--- src/rtl/credit_pkg.sv ---
// Shared constants and width helpers for the credit-channel sink.
// The tag bit position and the credit-pipe depth limit are fixed here.
package credit_pkg;

   localparam int TAG_BIT        = 0;
   localparam int MAX_CREDIT_LAT = 3;

   function automatic int sampleWidth(input int dataWidth);
      return dataWidth - 1;
   endfunction

   function automatic int occWidth(input int fifoAddr);
      return fifoAddr + 1;
   endfunction

endpackage

--- src/rtl/credit_sink_fifo.sv ---
// First-word-fall-through buffer for the credit sink.
// Holds storage, wrapping pointers and an occupancy counter one bit wider than the pointers.
module credit_sink_fifo
   import credit_pkg::*;
#(
   parameter int DATA_WIDTH = 17,
   parameter int FIFO_ADDR  = 3,
   parameter int DEPTH      = 2**FIFO_ADDR
) (
   input  logic                           clock,
   input  logic                           reset,
   input  logic                           i_push,
   input  logic                           i_pop,
   input  logic [DATA_WIDTH-1:0]          i_data,
   output logic [DATA_WIDTH-1:0]          o_head,
   output logic [occWidth(FIFO_ADDR)-1:0] o_count,
   output logic                           o_full,
   output logic                           o_empty
);

   localparam int CW = occWidth(FIFO_ADDR);
   localparam logic [CW-1:0] FULL_CNT = CW'(DEPTH);

   logic [DATA_WIDTH-1:0] r_mem [2**FIFO_ADDR];
   logic [FIFO_ADDR-1:0]  r_wrPtr;
   logic [FIFO_ADDR-1:0]  r_rdPtr;
   logic [CW-1:0]         r_count;
   logic                  w_doPush;
   logic                  w_doPop;

   // A pop frees the slot in the same cycle, so a push into a full buffer is legal then.
   assign w_doPop  = i_pop && !o_empty;
   assign w_doPush = i_push && (!o_full || w_doPop);

   always_ff @(posedge clock) begin
      if (w_doPush) begin
         r_mem[r_wrPtr] <= i_data;
      end
   end

   always_ff @(posedge clock or negedge reset) begin
      if (!reset) begin
         r_wrPtr <= '0;
         r_rdPtr <= '0;
         r_count <= '0;
      end else begin
         if (w_doPush) begin
            r_wrPtr <= r_wrPtr + 1'b1;
         end
         if (w_doPop) begin
            r_rdPtr <= r_rdPtr + 1'b1;
         end
         case ({w_doPush, w_doPop})
            2'b10:   r_count <= r_count + 1'b1;
            2'b01:   r_count <= r_count - 1'b1;
            default: r_count <= r_count;
         endcase
      end
   end

   assign o_head  = r_mem[r_rdPtr];
   assign o_count = r_count;
   assign o_full  = (r_count == FULL_CNT);
   assign o_empty = (r_count == '0);

endmodule

--- src/rtl/credit_sink.sv ---
// Terminal consumer of the credit channel: buffers tagged words, drops untagged ones,
// presents samples on ready/valid and returns one delayed credit per removed word.
module credit_sink
   import credit_pkg::*;
#(
   parameter int DATA_WIDTH = 17,
   parameter int FIFO_ADDR  = 3,
   parameter int N_CREDITS  = 2**FIFO_ADDR,
   parameter int CREDIT_LAT = 1
) (
   input  logic                              clock,
   input  logic                              reset,
   input  logic [DATA_WIDTH-1:0]             i_data,
   input  logic                              i_valid,
   output logic                              o_increment_count,
   output logic [sampleWidth(DATA_WIDTH)-1:0] o_data,
   output logic                              o_valid,
   input  logic                              i_ready,
   output logic [occWidth(FIFO_ADDR)-1:0]    o_count,
   output logic                              o_overflow
);

   localparam int LAT = (CREDIT_LAT > MAX_CREDIT_LAT) ? MAX_CREDIT_LAT : CREDIT_LAT;

   logic [DATA_WIDTH-1:0] w_head;
   logic                  w_full;
   logic                  w_empty;
   logic                  w_tagged;
   logic                  w_pop;
   logic                  r_overflow;

   credit_sink_fifo #(
      .DATA_WIDTH (DATA_WIDTH),
      .FIFO_ADDR  (FIFO_ADDR),
      .DEPTH      (N_CREDITS)
   ) u_fifo (
      .clock   (clock),
      .reset   (reset),
      .i_push  (i_valid),
      .i_pop   (w_pop),
      .i_data  (i_data),
      .o_head  (w_head),
      .o_count (o_count),
      .o_full  (w_full),
      .o_empty (w_empty)
   );

   // Untagged heads leave immediately; tagged heads wait for the downstream handshake.
   assign w_tagged = w_head[TAG_BIT];
   assign w_pop    = !w_empty && (!w_tagged || i_ready);
   assign o_valid  = !w_empty && w_tagged;
   assign o_data   = o_valid ? w_head[DATA_WIDTH-1:1] : '0;

   always_ff @(posedge clock or negedge reset) begin
      if (!reset) begin
         r_overflow <= 1'b0;
      end else if (i_valid && w_full && !w_pop) begin
         r_overflow <= 1'b1;
      end
   end

   assign o_overflow = r_overflow;

   if (LAT == 0) begin : g_creditComb
      assign o_increment_count = w_pop;
   end else begin : g_creditPipe
      logic [LAT-1:0] r_creditPipe;

      always_ff @(posedge clock or negedge reset) begin
         if (!reset) begin
            r_creditPipe <= '0;
         end else begin
            r_creditPipe[0] <= w_pop;
            for (int i = 1; i < LAT; i++) begin
               r_creditPipe[i] <= r_creditPipe[i-1];
            end
         end
      end

      assign o_increment_count = r_creditPipe[LAT-1];
   end

endmodule
--- config.mk ---
export PLATFORM = sky130hd
export DESIGN_NAME = credit_sink
export DESIGN_NICKNAME = d
export VERILOG_FILES = /design/src/rtl/credit_pkg.sv /design/src/rtl/credit_sink_fifo.sv /design/src/rtl/credit_sink.sv
export SDC_FILE = /design/constraint.sdc
export NUM_CORES = 1
export LEC_CHECK = 0
export ABC_AREA = 0
export CORE_ASPECT_RATIO = 0.9
export CORE_MARGIN = 2
export CORE_UTILIZATION = 60
export CTS_BUF_LIST = sky130_fd_sc_hd__clkbuf_4 sky130_fd_sc_hd__clkbuf_8
export DETAILED_ROUTE_END_ITERATION = 6
export GPL_TIMING_DRIVEN = 0
export PLACE_DENSITY = 0.92
export SLEW_MARGIN = 20
export SYNTH_ARGS = -nofsm -noshare
export SYNTH_HDL_FRONTEND = slang
export SYNTH_SLANG_ARGS = --single-unit
--- constraint.sdc ---
create_clock -name clock -period 4.6 [get_ports clock]
set_input_delay 0.46 -clock clock [delete_from_list [all_inputs] [get_ports clock]]
set_output_delay 0.46 -clock clock [all_outputs]
set_load 0.005 [all_outputs]
=== Word-level counts from Yosys, hierarchy flattened ===
Memories as Yosys holds them, arrays and structs flattened.
Index checks and enable logic that the tools add are counted.

* Output and inout port bits: 23
* Memory bits (writable): 136
* Memories: 1
* Register bits: 12
* Logic and storage cells: 31
* Input port bits: 21

* Add/sub/neg operators: 4
* Reduce and logical (&&, ||, !) cells: 14
* Equal/unequal tests: 3
* Multiplexer cells: 4

{| class="wikitable"
|+ Memories
! memory !! depth !! bits a word !! rd ports !! clocked after memory_dff !! write ports !! RTL line !! source
|-
| u_fifo.r_mem || 8 || 17 || 1 || 0 || 1 || credit_sink_fifo.sv:24 || <nowiki>logic [DATA_WIDTH-1:0] r_mem [2**FIFO_ADDR];</nowiki>
|}

{| class="wikitable"
|+ Operators by type and width
! kind !! count
|-
| 16-bit two-way mux || 1
|-
| 4-bit one-hot mux with 2 select lines || 1
|-
| 3-bit by 1-bit adder with 3-bit output, second input constant || 2
|-
| 1-bit logical AND || 6
|-
| 4-bit by 1-bit adder with 4-bit output, second input constant || 1
|-
| 4-bit == test, second input constant || 1
|-
| 1-bit zero test || 4
|-
| 4-bit zero test || 1
|-
| 4-bit by 1-bit subtractor with 4-bit output, second input constant || 1
|-
| 2-bit by 1-bit == test with 1-bit output, second input constant || 1
|-
| 2-bit == test, second input constant || 1
|-
| 1-bit logical OR || 2
|-
| 1-bit two-way mux || 2
|-
| 2-bit nonzero test || 1
|}

=== Longest topological paths before layout ===
An unclocked memory read counts as a cell.

* Word-level depth: 9
* Mapped depth: 11
* Gate-level depth less buffers: 10

=== By module ===
From an unflattened synthesis, not the netlist that was laid out.

* Cell total of the unflattened synthesis: 288
* Area total of the unflattened synthesis: 6113.4 um^2

{| class="wikitable"
|+ By module, submodules not included
! module !! cells an instance !! times used !! area each (um^2) !! seq. area each (um^2)
|-
| credit_sink_fifo || 263 || 1 || 5890.6 || 4334.2
|-
| credit_sink || 25 || 1 || 222.7 || 50.0
|}

=== Worst setup path before layout ===
No wires, ideal clock.

* Path type: register -> register
* Start point: reg u_fifo.r_rdPtr[0]
* End point: mem u_fifo.r_mem[2][0] (enable)
* Required time: 4159 ps
* Arrival: 3205 ps
* Clock period less this slack: 3647 ps
* Buffers on the path: 2
* Slack: 953 ps
* Setup time: 441 ps
* Cell stages (with the launch flop): 7
* Cell sequence: dfrtp_1 -> buf_4 -> mux2i_2 -> a311oi_4 -> and3_1 -> buf_4 -> nor4b_1

* Cells in the longest elaborated chain, start to end: 9

{| class="wikitable"
|+ Ends and longest elaborated chain
! item !! RTL line !! source
|-
| start, declared || credit_sink_fifo.sv:26 || <nowiki>logic [FIFO_ADDR-1:0] r_rdPtr;</nowiki>
|-
| start signal, assigned || credit_sink_fifo.sv:51 || <nowiki>r_rdPtr <= r_rdPtr + 1'b1;</nowiki>
|-
| memory read 8 x 17 bit || n/a ||
|-
| 1-bit zero test || credit_sink.sv:50 || <nowiki>assign w_pop = !w_empty && (!w_tagged || i_ready);</nowiki>
|-
| 1-bit logical OR || credit_sink.sv:50 ||
|-
| 1-bit logical AND || credit_sink.sv:50 ||
|-
| 1-bit logical AND || credit_sink_fifo.sv:32 || <nowiki>assign w_doPop = i_pop && !o_empty;</nowiki>
|-
| 1-bit logical OR || credit_sink_fifo.sv:33 || <nowiki>assign w_doPush = i_push && (!o_full || w_doPop);</nowiki>
|-
| 1-bit logical AND || credit_sink_fifo.sv:33 ||
|-
| 1-bit two-way mux || credit_sink_fifo.sv:36 || <nowiki>if (w_doPush) begin</nowiki>
|-
| 1-bit two-way mux (not written as such) || credit_sink_fifo.sv:37 || <nowiki>r_mem[r_wrPtr] <= i_data;</nowiki>
|-
| end, declared || credit_sink_fifo.sv:24 ||
|}

Every way passes these cells.

=== Worst setup path in the final report ===
* Start point: reg u_fifo.r_rdPtr[1]
* End point: out o_data[12]

* Cells in the longest elaborated chain, start to end: 3

{| class="wikitable"
|+ Ends and longest elaborated chain
! item !! RTL line !! source
|-
| memory read 8 x 17 bit (*) || n/a ||
|-
| 1-bit logical AND || credit_sink.sv:51 || <nowiki>assign o_valid = !w_empty && w_tagged;</nowiki>
|-
| 16-bit two-way mux (*) || credit_sink.sv:52 || <nowiki>assign o_data = o_valid ? w_head[DATA_WIDTH-1:1] : '0;</nowiki>
|-
| end, declared || credit_sink.sv:16 || <nowiki>output logic [sampleWidth(DATA_WIDTH)-1:0] o_data,</nowiki>
|}

Every way passes the cells marked *; elsewhere a longest branch is shown, timed or not.

==> summary.txt <==
Status
  – Outcome: finished, final reports clean

Logic synthesis
  – Yosys cell types: 35
  – Compound-gate portion of the synthesized area: under 10%
  – Average size of a mapped cell: approximately 21 µm²
  – Register area share after synthesis: 74.2%
  – Number of synthesis warnings: 0
  – Post-synthesis simple-gate area fraction: around 3.3%
  – Biggest area consumer among synthesized cells: edfxtp_1
  – Count leader, synth: edfxtp_1
  – Top post-synthesis cells by area: edfxtp_1 69%, mux4_2 12%, dfrtp_1 5.1%, mux2i_1 3.6%, nor2_1 1.2%
  – Synth Flop Type: edfxtp_1
  – Mux contribution to synthesized area: approximately 16%
  – Post-Syn Nets: around 320
  – Cells after synthesis: 288
  – Post-Syn Area: 5910 µm²
  – Number of synthesized flops with an enable pin: approximately 140
  – Post-Synth Adder-Cell Area: between 1 and 1.5%
  – Largest family of logic cells by synthesized area: multiplexers
  – Synth Area in XOR/XNOR: 1.04%
  – Post-synth top area share: between 60 and 70%
  – Asr flop ratio synth: around 8.1%
  – Synthesized flop and latch total: around 150
  – Synth cell count leaders: 136 x edfxtp_1, 32 x mux4_2, 21 x mux2i_1

Route
  – DR vias: 3118
  – Total wire length: about 12000 µm
  – Drt wl/cell: 24.1 µm
  – Initial drt markers: roughly 300
  – Vias per cell: roughly 6.1
  – Antenna Nets Post-Route: 0
  – DR pass1 iterations: 5
  – DR DRC count: 0

Clock tree
  – # resized after CTS: 0
  – Number of hold buffers added after CTS: 0
  – Total CTS buffers: 17
  – H-tree levels: 4
  – Clock sinks: between 100 and 150
  – Root Buffer: clkbuf_8
  – Clock latency on the worst-skew pair: 0.44 ns
  – Reg clk slew, reported paths: ~0.080 ns
  – Max Root-Sink Buffers: 2
  – Post-CTS setup buffer count: 0
  – CTS tree: done

STA
  – Final Skew: slightly above 0.01 ns
  – Final hold violations: 0
  – Transition time of the tightest slew-check pin: ~0.81 ns
  – F_max: about 0.27 GHz
  – Final worst path period share: around four fifths
  – RSZ-0062 raised after global routing: no
  – Fin Hold WS: 0.371 ns
  – Slew HR: around 46%
  – Final worst-path setup slack: 0.930 ns
  – Final number of setup-violating endpoints: 0
  – Final Critical Period: 3.67 ns
  – Slew Limit Fails: 0

GRT
  – First-pass GRT wire length: 18600 µm
  – Vias in the first global route: 3215
  – Antenna violations before repair: 0
  – Met3 usage: a little over 6%
  – GRT Total Usage: approximately 25%
  – Largest net degree at the start of global routing: 17
  – Grt ovf: 0
  – Global-route layer with the greatest usage: met2
  – Global Route met2 Usage: 39.8%
  – GRT met1 Usage: 35.6%

Floorplanning
  – Die area: around 11000 µm²
  – Starting Density: about three fifths
  – I/O pin total: 44
  – Core area: between 9000 and 10000 µm²
  – Die width: 109 µm
  – Die height: about 98 µm
  – Num rows: 34

Run
  – Maxcap violations: 0

Layout
  – # diodes: 0
  – Final net count: between 300 and 400
  – Syn-to-layout area delta: 19.8%
  – Final Instance Area: roughly 7100 µm²
  – Share of cells above drive strength 1: between 20 and 30%

Worst setup path
  – CP endpoint kind: primary output
  – FF-to-FF Start: u_fifo.r_rdPtr[1]
  – Beginning of the critical path: u_fifo.r_rdPtr[1]
  – Crit-path max FO: 10
  – Setup CP Type: flop to primary output
  – Worst setup SP type: flop
  – Critical Path AT: approximately 3.2 ns
  – Worst EP required: just over 4 ns

Worst hold path
  – Class of the worst hold path: input port to async pin

Power and ir drop
  – Overall Power: ~4.6 mW
  – Pwr/cell area: around 650 nW/µm²
  – P_leak: ~2.5 nW
  – Peak VDD IR: between 0.0004 and 0.0005 V

Placed design
  – Port buffer count: 43
  – Placer Congestion: about 0.75
  – Post-DP Area: between 6000 and 7000 µm²
  – Pre-CTS setup slack: around 1.4 ns
  – Post-DP HPWL: 8360 µm
cells in the final DEF (no fill, tap or decap), types with 2 or more instances in the layout:
master,n
mux4_2,32
nor3_2,4
xor2_1,5
buf_4,5
nor4b_2,2
a311oi_1,2
nand2b_1,2
mux2i_1,21
clkinv_4,3
clkbuf_1,4
a31oi_1,3
nand2_1,3
a21o_1,2
buf_2,16
dfrtp_1,12
xnor2_1,2
clkdlybuf4s50_1,43
ha_1,5
buf_6,8
nor2_1,19
nor4_2,2
edfxtp_1,136
inv_6,7
clkbuf_8,17
inv_1,7
worst max-delay path: stages (launching register included):
cell,delay (ns)
dfrtp_1,0.40
clkbuf_1,0.44
nand3b_2,0.28
nand3_1,0.38
clkbuf_1,0.44
nor2_1,0.27
clkdlybuf4s50_1,0.55
final timing paths:
| path | end | slack (ns) | cells past startpoint |
|---|---|---|---|
| worst max-delay path | o_data[12] | 0.93 | 6 |
| worst min-delay path | u_fifo.r_rdPtr[2] | 0.37 | 1 |
| worst max register to register | u_fifo.o_count[3] | 1.70 | 9 |
| worst min register to register | o_overflow | 0.47 | 1 |
| max in group asynchronous | u_fifo.r_wrPtr[0] | 3.87 | 1 |
| min in group clock | o_overflow | 0.47 | 1 |
metal layers:
layer,part of all wire [%],wire [µm]
met5,0,0
met1,41,5010
met4,2.5,308
met2,50,6150
met3,6.3,775
sequential cells by signal (all words and copies together), names as in the netlist:
register and count:
u_fifo.r_mem 136, u_fifo.o_count 4, u_fifo.r_rdPtr 3, u_fifo.r_wrPtr 3
o_increment_count 1, o_overflow 1
logic make-up after synthesis:
group,Yosys count
compound gates,12
mux,56
simple gates,38
xor+xnor,7
buf+inv,21
flops,148
fa+ha+maj,6
report_power, final:
group	internal (mW)	switching, mW	total [mW]
Clock	0.449	0.509	0.958
Sequential	1.72	0.116	1.83
Combinational	0.920	0.894	1.81
Total	3.09	1.52	4.60
per-stage QoR:
step                setup TNS [ns]  util, %  instances
finish                           0     73.7        509
global placement            -39.51     67.6        457
floorplan                        0        -        288
CTS                              0     73.7        509
global route                     0     73.7        509
detailed placement               0     69.7        477
final cells by class:
type	count	area, µm²
clock buffer	18	241
sequential	148	4380
timing repair buffer	63	588
multi-input combinational	119	1480
tap	126	158
clock inverter	14	140
buffer	13	65.1
fill	567	2530
inverter	8	30.0
Note: power is estimated with default switching activity, not from simulation.
